### config.mk
export PLATFORM = sky130hd
export DESIGN_NAME = voice_mixer
export DESIGN_NICKNAME = d
export VERILOG_FILES = /design/src/rtl/voice_mixer.sv
export SDC_FILE = /design/constraint.sdc
export NUM_CORES = 1
export LEC_CHECK = 0
export ABC_AREA = 1
export ABC_CLOCK_PERIOD_IN_PS = 11100
export BUFFER_PORTS_ARGS = -buffer_cell sky130_fd_sc_hd__buf_2
export CAP_MARGIN = 15
export CORE_MARGIN = 10
export CORE_UTILIZATION = 50
export CTS_CLUSTER_SIZE = 30
export DETAILED_ROUTE_END_ITERATION = 8
export PLACE_DENSITY_LB_ADDON = 0.1
export SYNTH_ARGS = -nofsm -noshare
export SYNTH_HDL_FRONTEND = slang
export SYNTH_SLANG_ARGS = --single-unit
### constraint.sdc
create_clock -name clk_in -period 11.1 [get_ports clk_in]
set_input_delay 0.555 -clock clk_in [delete_from_list [all_inputs] [get_ports clk_in]]
set_output_delay 0.555 -clock clk_in [all_outputs]
set_load 0.03 [all_outputs]
### src/rtl/voice_mixer.sv
// voice_mixer: per-voice attack/release envelope and saturating mix, one voice per clock.
// Revision: 1.0
`default_nettype none

module voice_mixer #(
  parameter int NUM_VOICES   = 8,
  parameter int SAMPLE_WIDTH = 8,
  parameter int OUT_WIDTH    = 8,
  parameter int ATTACK_STEP  = 8,
  parameter int RELEASE_STEP = 4
) (
  input  logic                               clk_in,
  input  logic                               rst_in,
  input  logic                               sample_valid_in,
  input  logic [NUM_VOICES*SAMPLE_WIDTH-1:0] sample_in,
  input  logic [NUM_VOICES-1:0]              gate_in,
  output logic [OUT_WIDTH-1:0]               dc_out,
  output logic                               dc_valid_out,
  output logic [NUM_VOICES-1:0]              active_out,
  output logic                               busy_out,
  output logic                               overrun_out
);

  localparam int ACC_W  = SAMPLE_WIDTH + $clog2(NUM_VOICES) + 1;
  localparam int IDX_W  = (NUM_VOICES > 1) ? $clog2(NUM_VOICES) : 1;
  localparam int PROD_W = SAMPLE_WIDTH + 8;
  localparam logic [63:0] DC_MAX = (64'd1 << OUT_WIDTH) - 64'd1;

  typedef enum logic [1:0] {
    S_IDLE   = 2'd0,
    S_ACCUM  = 2'd1,
    S_OUTPUT = 2'd2
  } state_t;

  state_t                             state_q, state_d;
  logic [NUM_VOICES*SAMPLE_WIDTH-1:0] frame_sample_q, frame_sample_d;
  logic [NUM_VOICES-1:0]              frame_gate_q, frame_gate_d;
  logic [7:0]                         env_q [NUM_VOICES];
  logic [7:0]                         env_d [NUM_VOICES];
  logic [ACC_W-1:0]                   acc_q, acc_d;
  logic [IDX_W-1:0]                   idx_q, idx_d;
  logic [OUT_WIDTH-1:0]               dc_q, dc_d;
  logic                               dc_valid_q, dc_valid_d;
  logic [NUM_VOICES-1:0]              active_q, active_d;
  logic                               busy_q, busy_d;
  logic                               overrun_q, overrun_d;

  logic [SAMPLE_WIDTH-1:0] cur_sample;
  logic                    cur_gate;
  logic [7:0]              cur_env;
  logic [8:0]              attack_sum;
  logic [7:0]              env_n;
  logic [PROD_W-1:0]       prod;
  logic [ACC_W-1:0]        acc_next;

  always_comb begin
    cur_sample = frame_sample_q[idx_q*SAMPLE_WIDTH +: SAMPLE_WIDTH];
    cur_gate   = frame_gate_q[idx_q];
    cur_env    = env_q[idx_q];
    attack_sum = {1'b0, cur_env} + 9'(ATTACK_STEP);
    // Envelope clamps at both ends instead of wrapping.
    if (cur_gate) begin
      env_n = attack_sum[8] ? 8'hFF : attack_sum[7:0];
    end else if (cur_env >= 8'(RELEASE_STEP)) begin
      env_n = cur_env - 8'(RELEASE_STEP);
    end else begin
      env_n = 8'd0;
    end
    prod     = PROD_W'(cur_sample) * PROD_W'(env_n);
    acc_next = acc_q + ACC_W'(prod >> 8);
  end

  always_comb begin
    state_d        = state_q;
    frame_sample_d = frame_sample_q;
    frame_gate_d   = frame_gate_q;
    env_d          = env_q;
    acc_d          = acc_q;
    idx_d          = idx_q;
    dc_d           = dc_q;
    dc_valid_d     = 1'b0;
    active_d       = active_q;
    busy_d         = busy_q;
    overrun_d      = overrun_q;
    case (state_q)
      S_IDLE: begin
        if (sample_valid_in) begin
          frame_sample_d = sample_in;
          frame_gate_d   = gate_in;
          acc_d          = '0;
          idx_d          = '0;
          busy_d         = 1'b1;
          state_d        = S_ACCUM;
        end
      end
      S_ACCUM: begin
        if (sample_valid_in) overrun_d = 1'b1;
        env_d[idx_q]    = env_n;
        acc_d           = acc_next;
        active_d[idx_q] = cur_gate | (env_n != 8'd0);
        idx_d           = idx_q + IDX_W'(1);
        // Result is registered on the last voice so it is visible during OUTPUT.
        if (idx_q == IDX_W'(NUM_VOICES - 1)) begin
          dc_d       = (64'(acc_next) > DC_MAX) ? OUT_WIDTH'(DC_MAX) : OUT_WIDTH'(acc_next);
          dc_valid_d = 1'b1;
          busy_d     = 1'b0;
          state_d    = S_OUTPUT;
        end
      end
      S_OUTPUT: begin
        if (sample_valid_in) overrun_d = 1'b1;
        state_d = S_IDLE;
      end
      default: state_d = S_IDLE;
    endcase
  end

  always_ff @(posedge clk_in or posedge rst_in) begin
    if (rst_in) begin
      state_q        <= S_IDLE;
      frame_sample_q <= '0;
      frame_gate_q   <= '0;
      for (int i = 0; i < NUM_VOICES; i++) env_q[i] <= 8'd0;
      acc_q          <= '0;
      idx_q          <= '0;
      dc_q           <= '0;
      dc_valid_q     <= 1'b0;
      active_q       <= '0;
      busy_q         <= 1'b0;
      overrun_q      <= 1'b0;
    end else begin
      state_q        <= state_d;
      frame_sample_q <= frame_sample_d;
      frame_gate_q   <= frame_gate_d;
      for (int i = 0; i < NUM_VOICES; i++) env_q[i] <= env_d[i];
      acc_q          <= acc_d;
      idx_q          <= idx_d;
      dc_q           <= dc_d;
      dc_valid_q     <= dc_valid_d;
      active_q       <= active_d;
      busy_q         <= busy_d;
      overrun_q      <= overrun_d;
    end
  end

  assign dc_out       = dc_q;
  assign dc_valid_out = dc_valid_q;
  assign active_out   = active_q;
  assign busy_out     = busy_q;
  assign overrun_out  = overrun_q;

endmodule

`default_nettype wire

### After elaboration in Yosys (flattened, before gate mapping)

Index checks and enable logic that the tools add are counted.

| operators by class | value |
|---|---|
| add/subtract/negate cells | 4 |
| multipliers | 1 |
| $lt $le $gt $ge | 6 |
| equality and inequality tests | 5 |
| shift operators | 1 |
| mux-type cells | 27 |
| bitwise logic cells | 2 |
| reduce and logical (&&, ||, !) cells | 12 |

Operators with widths:

| cell | count |
|---|---|
| 64-bit bitwise mux | 1 |
| 64-bit by 7-bit indexed part select with 8-bit output | 1 |
| 8-bit 2-to-1 mux | 7 |
| 8-bit binary-select mux with 3-bit select | 1 |
| 8-bit demux with 3-bit select | 1 |
| 12-bit one-hot mux with 2 select lines | 1 |
| 8-bit by 8-bit multiplier with 16-bit output | 1 |
| 12-bit by 8-bit adder with 12-bit output | 1 |
| 12-bit by 8-bit greater-than comparator with 1-bit output (second input constant) | 1 |
| 12-bit 2-to-1 mux | 1 |
| 2-bit AND reduction | 5 |
| 8-bit by 4-bit adder with 9-bit output (second input constant) | 1 |
| 8-bit bitwise mux | 1 |
| 8-bit by 3-bit greater-or-equal comparator with 1-bit output (second input constant) | 1 |
| 8-bit nonzero test | 1 |
| 8-bit by 3-bit subtractor with 8-bit output (second input constant) | 1 |
| 1-bit 2-to-1 mux | 6 |
| 3-bit one-hot mux with 2 select lines | 1 |
| 4-bit greater-or-equal comparator (second input constant) | 1 |
| 3-bit by 4-bit less-than comparator with 1-bit output (second input constant) | 1 |
| 4-bit by 1-bit less-than comparator with 1-bit output (second input constant) | 1 |
| 2-bit 2-to-1 mux | 2 |
| 2-bit inequality test (second input constant) | 2 |
| 3-bit inverter with 4-bit output | 1 |
| 16 further kinds | 17 |

| word-level totals | value |
|---|---|
| bits in registers | 172 |
| input bits | 75 |
| output and inout port bits | 19 |
| logic and storage cells | 76 |

### Longest topological paths before layout

Gate-level depths: netlist of the first run.

| depth | value |
|---|---|
| depth in word-level cells | 11 |
| gate-level depth with buffers | 46 |
| depth with buffers taken out | 44 |

### Least setup slack after synthesis of the first run

No wires, ideal clock.

| timing path | value |
|---|---|
| path type | register to register |
| from | reg idx_q[0] |
| to | reg dc_q[0], in the netlist dc_out[0] |
| library setup time | 120 ps |
| data arrival time | 7143 ps |
| data required time | 10980 ps |
| setup slack | 3837 ps |
| stages on the path, launching flop included | 41 |
| path buffers | 4 |
| period minus slack after synthesis | 7263 ps |
| cell sequence | dfrtp_1 > buf_2 > buf_2 > o211ai_1 > nand2_1 > nor2_2 > ha_1 > nand2_1 > nor2_4 > nand4_1 > and3_1 > buf_4 > inv_2 > buf_4 > nor2_1 > fa_1 > fa_1 > fa_1 > (+5 left out) > o21ai_0 > a221oi_1 > nand2_1 > nand2_1 > nand2_1 > ha_1 > nand2_1 > nor3_1 > nand2_1 > nand2_1 > nand2_1 > a21oi_1 > xor2_1 > inv_1 > nor2_1 > nand3_1 > o22ai_1 > inv_1 |

| between the ends | value |
|---|---|
| word-level cells in the longest chain between the ends | 11 |
| elaborated cells on any way between the ends | 19 |
| those cells by class | add/sub (3); mul (1); order compare (2); eq/ne (1); shift (1); mux (9); bitwise (1); reduce/logical (1) |

Ends and longest elaborated chain:

| what | RTL line | source |
|---|---|---|
| from (decl) | 41 | `logic [IDX_W-1:0] idx_q, idx_d;` |
| from (signal assigned) | 137 | `idx_q <= idx_d;` |
| 3-bit inverter with 4-bit output (not written as such) | 59 | `cur_env = env_q[idx_q];` |
| 8-bit binary-select mux with 3-bit select | 59 |  |
| 8-bit 2-to-1 mux (not written as such) (2 in a row) | 59 |  |
| 8-bit by 3-bit subtractor with 8-bit output, or another cell as far along | 65 | `env_n = cur_env - 8'(RELEASE_STEP);` |
| 8-bit 2-to-1 mux, on equally long branches | 64, 63 |  |
| 8-bit 2-to-1 mux | 62 | `if (cur_gate) begin` |
| 8-bit by 8-bit multiplier with 16-bit output | 69 | `prod = PROD_W'(cur_sample) * PROD_W'(env_n);` |
| 12-bit by 8-bit adder with 12-bit output | 70 | `acc_next = acc_q + ACC_W'(prod >> 8);` |
| 12-bit by 8-bit greater-than comparator with 1-bit output | 104 | `dc_d = (64'(acc_next) > DC_MAX) ? OUT_WIDTH'(DC_MAX) : OUT_WIDTH'(acc_next);` |
| 8-bit 2-to-1 mux | 104 |  |
| to (signal assigned) | 126 | `dc_q <= '0;` |
| to (signal assigned) | 138 | `dc_q <= dc_d;` |
| to (decl) | 42 | `logic [OUT_WIDTH-1:0] dc_q, dc_d;` |

Parallel ways exist; a longest one is shown, timed or not. The select of a mux whose other input is x is not followed.
A chain may end at the register's enable or synchronous reset.

### Final worst setup path of the first run

| timing path | value |
|---|---|
| from | reg idx_q[0] |
| to | reg dc_q[3], in the netlist dc_out[3] |

The elaborated chain is that of the path after synthesis.

==> out/metrics.csv, run 1 <==
metric,value,unit
maxCapViolCount,0,
arrival,9140,ps
drtPass1Iterations,5,
slew_headroom,42.7,%
syn_area_per_cell,7.80,um2
status,"finished, final reports clean",
dpl-instance-area,0.0111,mm2
synthXorXnorAreaFrac,1.34,%
finalHoldViolCount,0,
synth-compound-area-share,11.3,%
worst-setup-path-type,flip-flop to flip-flop,
wirelength,26.8,mm
fin_util,57.3,%
clkLatencyLatePin,450,ps
cpMostUsedCell,nand2_1,
cts_hold_buf,0,
layout-drive-gt1-share,12.8,%
crit_fanout,35,
skew,18.1,ps
synthSimpleGateAreaFrac,24.4,%
design_area,0.0117,mm2
core_area,0.0204,mm2
drt_iter0_markers,561,
synthesis.nets,1506,
antenna_cells,0,
synth_top_family_by_area,simple AND/OR/NAND/NOR gates,
tightest_slew,860,ps
start_util,51.3,%
port_buffers,93,
grt_overflow,0,
yosys_warnings,0,
cts_tree,done,
tns,0,ps
cts_sinks,172,
cts_buffers,17,
wl_per_cell,15.8,um
post_cts_buffers,0,
grt_pass1_wl,46.0,mm
dieArea,0.0272,mm2
slowest_stage,dfrtp_2,
synthCells,1344,
critical_path_buf_inv_count,6,
ys_seq_elements,172,
synth.area.mux_share,0,%
ctsResizeCount,0,
synth_flop_cell,dfrtp_1,
fmax,114,MHz
grt_max_degree,97,
hold_path_class,primary input to asynchronous set/reset pin,
ioPinCount,94,
antenna_left,0,
cp.required,11430,ps
grt_pass1_vias,9105,
synth-edff-count,0,
clockBufferDepth,2,
cts-root-buf,clkbuf_16,
area_delta_synth_final,11.7,%
ys_seq_area_share,41.1,%
grt_setup_unrepaired,no,
dpl.hpwl,19.2,mm
min_period_over_period,79.3,%
vias_per_cell,5.15,
post-route-min-period,8800,ps
async_flop_share,100,%
crit_family,adder cells,
rows,52,
layout.nets,1578,
synth_adder_area_share,13.0,%
end_kind,flip-flop,
fin_cells,1699,
setup_viol,0,
fillers,1979,
synth_cell_type_count,42,
startpoint_type,flip-flop,
die_h,165,um
critPathMaxStageDelay,720,ps
synth_area,0.0105,mm2
ctsHtreeMaxLevel,4,
slew_viol_final,0,
clk_pin_slew_worst_paths,80,ps
fp.dieW,165,um
drc,0,
post-place-cells,1667,
antenna_found_initial,0,
grt_use_total,21.1,%
place_congestion,0.920,
via_count,8743,
[worst paths after layout]
| check | slack (ps) | depth (start not counted) | startpoint | to |
|---|---|---|---|---|
| worst max-delay path | 2300 | 38 | idx_q[0] | dc_out[3] |
| min in group clk_in | 300 | 3 | gate_in[1] | frame_gate_q[1] |
| worst min-delay path | 180 | 2 | rst_in | frame_gate_q[3] |
| worst max register to register | 2300 | 38 | idx_q[0] | dc_out[3] |
| max in group asynchronous | 9080 | 4 | rst_in | frame_sample_q[42] |
| worst min register to register | 480 | 2 | env_q[31] | env_q[31] |
[flip-flops by register name, indices dropped and copies added (netlist names)]
register	count
acc_q	12
idx_q	3
state_q	2
env_q	64
busy_out	1
active_out	8
frame_sample_q	64
dc_out	8
overrun_out	1
dc_valid_out	1
frame_gate_q	8
[synthesized netlist by cell type (3+ instances only)]
cell type,number,area share [%]
a21oi_1,36,1.7
buf_1,8,0.29
buf_2,12,0.57
buf_4,4,0.29
clkbuf_1,23,0.82
dfrtp_1,172,41
fa_1,36,6.9
ha_1,51,6.1
inv_1,170,6.1
inv_2,18,0.64
nand2_1,432,15
nand2_2,3,0.18
nand3_1,47,2.2
nand4_1,11,0.66
nor2_1,89,3.2
nor2_2,7,0.42
nor2_4,5,0.54
nor3_1,3,0.14
o211ai_1,22,1.6
o21ai_0,110,5.3
o21ai_1,15,0.72
o22ai_1,20,1.2
or2_2,7,0.42
xnor2_1,5,0.42
xor2_1,11,0.92
[metrics by stage]
step	worst slack (ps)	hold slack [ps]
6_report	2300	179
5_1_grt	1440	227
4_1_cts	2400	213
3_5_place_dp	2410	464
3_3_place_gp	2640	462
2_1_floorplan	3840	445
[logic make-up after synthesis]
| logic type | count (synthesis) |
|---|---|
| buf+inv | 239 |
| xor+xnor | 16 |
| compound gates | 214 |
| flops | 172 |
| fa+ha+maj | 87 |
| simple gates | 616 |
[layout by cell type (no fill, tap or decap), types with 5 or more instances in the layout]
cell / n
nand2_1: 432
dfrtp_1: 171
inv_1: 169
o21ai_0: 110
buf_2: 93
nor2_1: 89
ha_1: 51
nand3_1: 47
a21oi_1: 36
fa_1: 36
o211ai_1: 22
o22ai_1: 20
inv_2: 19
clkbuf_16: 17
o21ai_1: 15
nand4_1: 11
xor2_1: 11
buf_4: 9
nor2_2: 7
or2_2: 7
nor2_4: 5
xnor2_1: 5
inv_6: 5
inv_8: 5
[per-layer routing]
metal | wire length, um | vias up | GRT usage (%)
li1 | - | 4387 | -
met3 | 1020 | 34 | 3.11
met1 | 12500 | 4150 | 28.2
met5 | 0 | - | 0
met2 | 12700 | 172 | 34.5
met4 | 541 | 0 | 6.68
[cell type report]
class / instances / area, um2 / share of cell area, %
Inverter: 190 / 718 / 6.14
Clock buffer: 18 / 429 / 3.67
Sequential cell: 172 / 4310 / 36.8
Timing Repair Buffer: 102 / 533 / 4.55
Tap cell: 270 / 338 / 2.89
Clock inverter: 14 / 146 / 1.25
Multi-Input combinational cell: 933 / 5240 / 44.7
Power of run 1 is left out: the tool's default activity adds up to more than one toggle a clock period on the data nets, which glitch-free logic cannot reach.
==> inputs of run 2 (changes only) <==
ABC_CLOCK_PERIOD_IN_PS = 8900   (was 11100)
clock period = 8.9 ns   (was 11.1 ns; I/O delays follow)
==> out/metrics.csv, run 2 (synthesis gave the netlist of run 1 again) <==
metric,value,unit,change
port_buffers,93,,unchanged
layout-drive-gt1-share,13.7,%,+0.86 points
grt_setup_unrepaired,no,,
status,"finished, final reports clean",,
dpl.hpwl,20.0,mm,+3.9%
ctsHtreeMaxLevel,4,,unchanged
cp.required,9230,ps,-2200 ps
vias_per_cell,5.10,,-0.86%
reg_top3,"env_q (64), frame_sample_q (64), acc_q (12)",,
ioPinCount,94,,unchanged
skew,22.3,ps,+4.16 ps
via_count,8734,,-0.10%
area_delta_synth_final,12.8,%,
wl_per_cell,15.9,um,+0.90%
fmax,124,MHz,+8.8%
maxCapViolCount,0,,unchanged
slew_viol_final,0,,unchanged
worst-setup-path-type,flip-flop to flip-flop,,
startpoint_type,flip-flop,,
min_period_over_period,90.9,%,+12 points
cts-root-buf,clkbuf_16,,
post-route-min-period,8090,ps,-710 ps
crit_fanout,35,,unchanged
grt_overflow,0,,unchanged
core_area,0.0204,mm2,unchanged
rows,52,,unchanged
tns,0,ps,unchanged
clockBufferDepth,2,,unchanged
fp.dieW,165,um,unchanged
tightest_slew,921,ps,+61.3 ps
critPathMaxStageDelay,640,ps,-80 ps
cpMostUsedCell,nand2_1,,
setup_viol,0,,unchanged
dieArea,0.0272,mm2,unchanged
end_kind,flip-flop,,
slowest_stage,dfrtp_4,,
layout.nets,1591,,+0.82%
die_h,165,um,unchanged
cts_tree,done,,
grt_pass1_vias,8874,,-2.5%
clk_pin_slew_worst_paths,80,ps,about the same
mostFrequentLayoutCells,"432 x nand2_1, 171 x dfrtp_1, 169 x inv_1",,
wirelength,27.2,mm,+1.7%
ctsResizeCount,0,,unchanged
antenna_cells,0,,unchanged
grt_max_degree,97,,unchanged
antenna_left,0,,unchanged
post_cts_buffers,0,,unchanged
start_util,51.3,%,unchanged
drtPass1Iterations,4,,-1
grt_use_total,21.1,%,about the same
hold_path_class,primary input to asynchronous set/reset pin,,
cts_sinks,172,,unchanged
arrival,8430,ps,-710 ps
finalHoldViolCount,0,,unchanged
cts_hold_buf,0,,unchanged
grt_pass1_wl,45.7,mm,-0.55%
layout_commonest_cell,nand2_1,,
slew_headroom,38.6,%,-4.1 points
drc,0,,unchanged
place_congestion,0.915,,-0.48%
clkLatencyLatePin,440,ps,about the same
antenna_found_initial,0,,unchanged
drt_iter0_markers,681,,+21%
cts_buffers,17,,unchanged
run 2: cell count changes in the layout (fill, tap and decap cells not counted):
cell,delta
clkinv_2,+1
buf_4,+12
inv_6,-1
clkinv_4,+1
clkbuf_1,-1
buf_12,+1
dfrtp_4,+1
dfrtp_2,-1
run 2: worst paths after layout:
kind / start / end / slack [ps] / cells after the start
setup / recovery: idx_q[0] / dc_out[6] / 810 / 38
hold / removal: rst_in / frame_gate_q[1] / 50 / 2
setup reg to reg: idx_q[0] / dc_out[6] / 810 / 38
hold reg to reg: overrun_out / overrun_out / 460 / 1
max in group asynchronous: rst_in / frame_sample_q[63] / 6950 / 4
min in group clk_in: sample_in[29] / frame_sample_q[29] / 190 / 3
run 2: cell type report:
type                       instances  area, um2
fill                            1956       8610
clock buffer                      17        425
clock inverter                    15        151
sequential                       172       4310
timing repair buffer             115        643
multi-input combinational        933       5240
tap                              270        338
inverter                         190        718
run 2: worst max-delay path, delay by kind of cell, from the launching register on:
family / cells / cell delay, ps
AO/OA/AOI/OAI: 6 / 1280
XOR/XNOR: 1 / 210
buffers and inverters: 7 / 710
flip-flops: 1 / 640
adder cells (fa/ha/maj): 7 / 3020
AND/OR/NAND/NOR: 17 / 2170
run 2: stage by stage:
stage | worst slack (ps) | cells | utilization (%) | cell area [um2] | hold slack, ps
after floorplan | 1640 | 1344 | - | 10500 | 445
after global placement | 863 | 1680 | 55.0 | 11200 | 439
after detailed placement | 682 | 1680 | 55.0 | 11200 | 443
after CTS | 675 | 1712 | 57.8 | 11800 | 66.2
after global routing | 32.3 | 1712 | 57.9 | 11800 | 82.2
final | 806 | 1712 | 57.9 | 11800 | 52.5
run 2: layer usage:
layer	share of wire [%]	track usage, %
met2	49	34.9
met1	45	28.2
met3	4.7	3.61
met5	0	0
met4	1.3	4.91
Power of run 2 is left out for the same reason.
==> inputs of run 3 (changes only) <==
--- a/config.mk
+++ b/config.mk
@@ -7,5 +7,5 @@
 export LEC_CHECK = 0
 export ABC_AREA = 1
-export ABC_CLOCK_PERIOD_IN_PS = 8900
+export ABC_CLOCK_PERIOD_IN_PS = 8700
 export BUFFER_PORTS_ARGS = -buffer_cell sky130_fd_sc_hd__buf_2
 export CAP_MARGIN = 15
==> constraint.sdc (replaced) <==
create_clock -name clk_in -period 8.7 [get_ports clk_in]
set_input_delay 0.435 -clock clk_in [delete_from_list [all_inputs] [get_ports clk_in]]
set_output_delay 0.435 -clock clk_in [all_outputs]
set_load 0.02 [all_outputs]
==> out/metrics.csv, run 3 (synthesis gave the netlist of run 1 again) <==
metric,value,unit,change
grt_pass1_wl,45.7,mm,about the same
met1Wirelength,12.4,mm,+0.17%
grt_overflow,0,,unchanged
die_h,165,um,unchanged
place_congestion,0.875,,-4.4%
wl_met3,952,um,-26%
dieArea,0.0272,mm2,unchanged
start_util,51.3,%,unchanged
cts_sinks,172,,unchanged
tns,0,ps,unchanged
rows,52,,unchanged
clockBufferDepth,2,,unchanged
fp.dieW,165,um,unchanged
layout_commonest_cell,nand2_1,,
antenna_found_initial,0,,unchanged
clkLatencyLatePin,440,ps,about the same
tightest_slew,965,ps,+43.6 ps
end_kind,flip-flop,,
antenna_left,0,,unchanged
grt_use_total,21.0,%,-0.051 points
drtPass1Iterations,4,,unchanged
cpMostUsedCell,nand2_1,,
cp.required,9020,ps,-210 ps
status,"finished, final reports clean",,
post-route-min-period,7950,ps,-139 ps
cts_buffers,17,,unchanged
cts-root-buf,clkbuf_16,,
startpoint_type,flip-flop,,
post_cts_buffers,0,,unchanged
vias_per_cell,5.14,,+0.70%
setup_viol,0,,unchanged
fillers,1944,,-0.61%
mostFrequentLayoutCells,"431 x nand2_1, 171 x dfrtp_1, 169 x inv_1",,
slowest_stage,dfrtp_4,,
wl_per_cell,15.9,um,about the same
dpl.hpwl,19.8,mm,-0.79%
cts_tree,done,,
reg_top3,"env_q (64), frame_sample_q (64), acc_q (12)",,
drc,0,,unchanged
ioPinCount,94,,unchanged
highest_layer,met4,,
layout-drive-gt1-share,13.8,%,+0.15 points
critPathMaxStageDelay,610,ps,-30 ps
drt_iter0_markers,636,,-6.6%
finalHoldViolCount,0,,unchanged
worst-setup-path-type,flip-flop to flip-flop,,
area_delta_synth_final,13.5,%,
antenna_cells,0,,unchanged
grt_pass1_vias,9068,,+2.2%
timing.rr.start,idx_q[0],,
skew,13.6,ps,-8.63 ps
slew_viol_final,0,,unchanged
min_period_over_period,91.4,%,+0.49 points
hold_path_class,primary input to asynchronous set/reset pin,,
reg2reg_setup_slack,750,ps,-60 ps
maxCapViolCount,0,,unchanged
layout.nets,1590,,-0.063%
fmax,126,MHz,+1.8%
grt_setup_unrepaired,no,,
grt_max_degree,97,,unchanged
core_area,0.0204,mm2,unchanged
wl_met2,13.3,mm,+0.91%
arrival,8280,ps,-150 ps
wirelength,27.2,mm,about the same
worstSetupStartpoint,idx_q[0],,
r2r_cells,36,,-5.3%
crit_fanout,27,,-23%
fin_util,58.2,%,+0.36 points
via_count,8790,,+0.64%
port_buffers,93,,unchanged
slew_headroom,35.7,%,-2.9 points
clk_pin_slew_worst_paths,70,ps,about the same
ctsHtreeMaxLevel,4,,unchanged
==> run 3: worst max-delay path: cells and delay by family (launching register included) <==
kind / cells / cell delay, ps
AO/OA/AOI/OAI: 5 / 1090
XOR/XNOR: 1 / 230
adder cells (fa/ha/maj): 7 / 3050
buffers and inverters: 7 / 580
flip-flops: 1 / 610
AND/OR/NAND/NOR: 16 / 2270
==> run 3: final timing paths <==
path                                            to
worst max-delay path                     dc_out[2]
worst min-delay path               frame_gate_q[0]
worst max register to register           dc_out[2]
worst min register to register         overrun_out
max in group asynchronous                 idx_q[0]
min in group clk_in             frame_sample_q[29]
==> run 3: routing by layer <==
layer  global-route usage (%)  up-vias
met2                     35.7      162
met3                     2.91       36
met4                     6.60        0
met5                        0        -
li1                         -     4403
met1                     27.2     4189
==> run 3: repair_timing <==
action                     CTS  global route
hold endpoints to repair     0             0
setup endpoints to repair    0             8
hold buffers                 0             0
resized for setup            0             9
==> run 3: layout make-up <==
type / instances / area (um2) / area share [%]
repair buffers: 114 / 639 / 5.38
well taps: 270 / 338 / 2.84
clock inverters: 15 / 201 / 1.69
inverters: 190 / 721 / 6.06
clock buffers: 17 / 425 / 3.58
multi-input cells: 933 / 5260 / 44.2
flip-flops and latches: 172 / 4310 / 36.2
==> run 3: stage by stage <==
stage | instance area (um2) | cells | setup slack (ps) | hold WS (ps)
2_1_floorplan | 10500 | 1344 | 1440 | 445
3_3_place_gp | 11200 | 1679 | 659 | 443
3_5_place_dp | 11200 | 1679 | 511 | 455
4_1_cts | 11900 | 1711 | 474 | 174
5_1_grt | 11900 | 1711 | 20.6 | 182
6_report | 11900 | 1711 | 745 | 172
Power of run 3 is left out for the same reason.
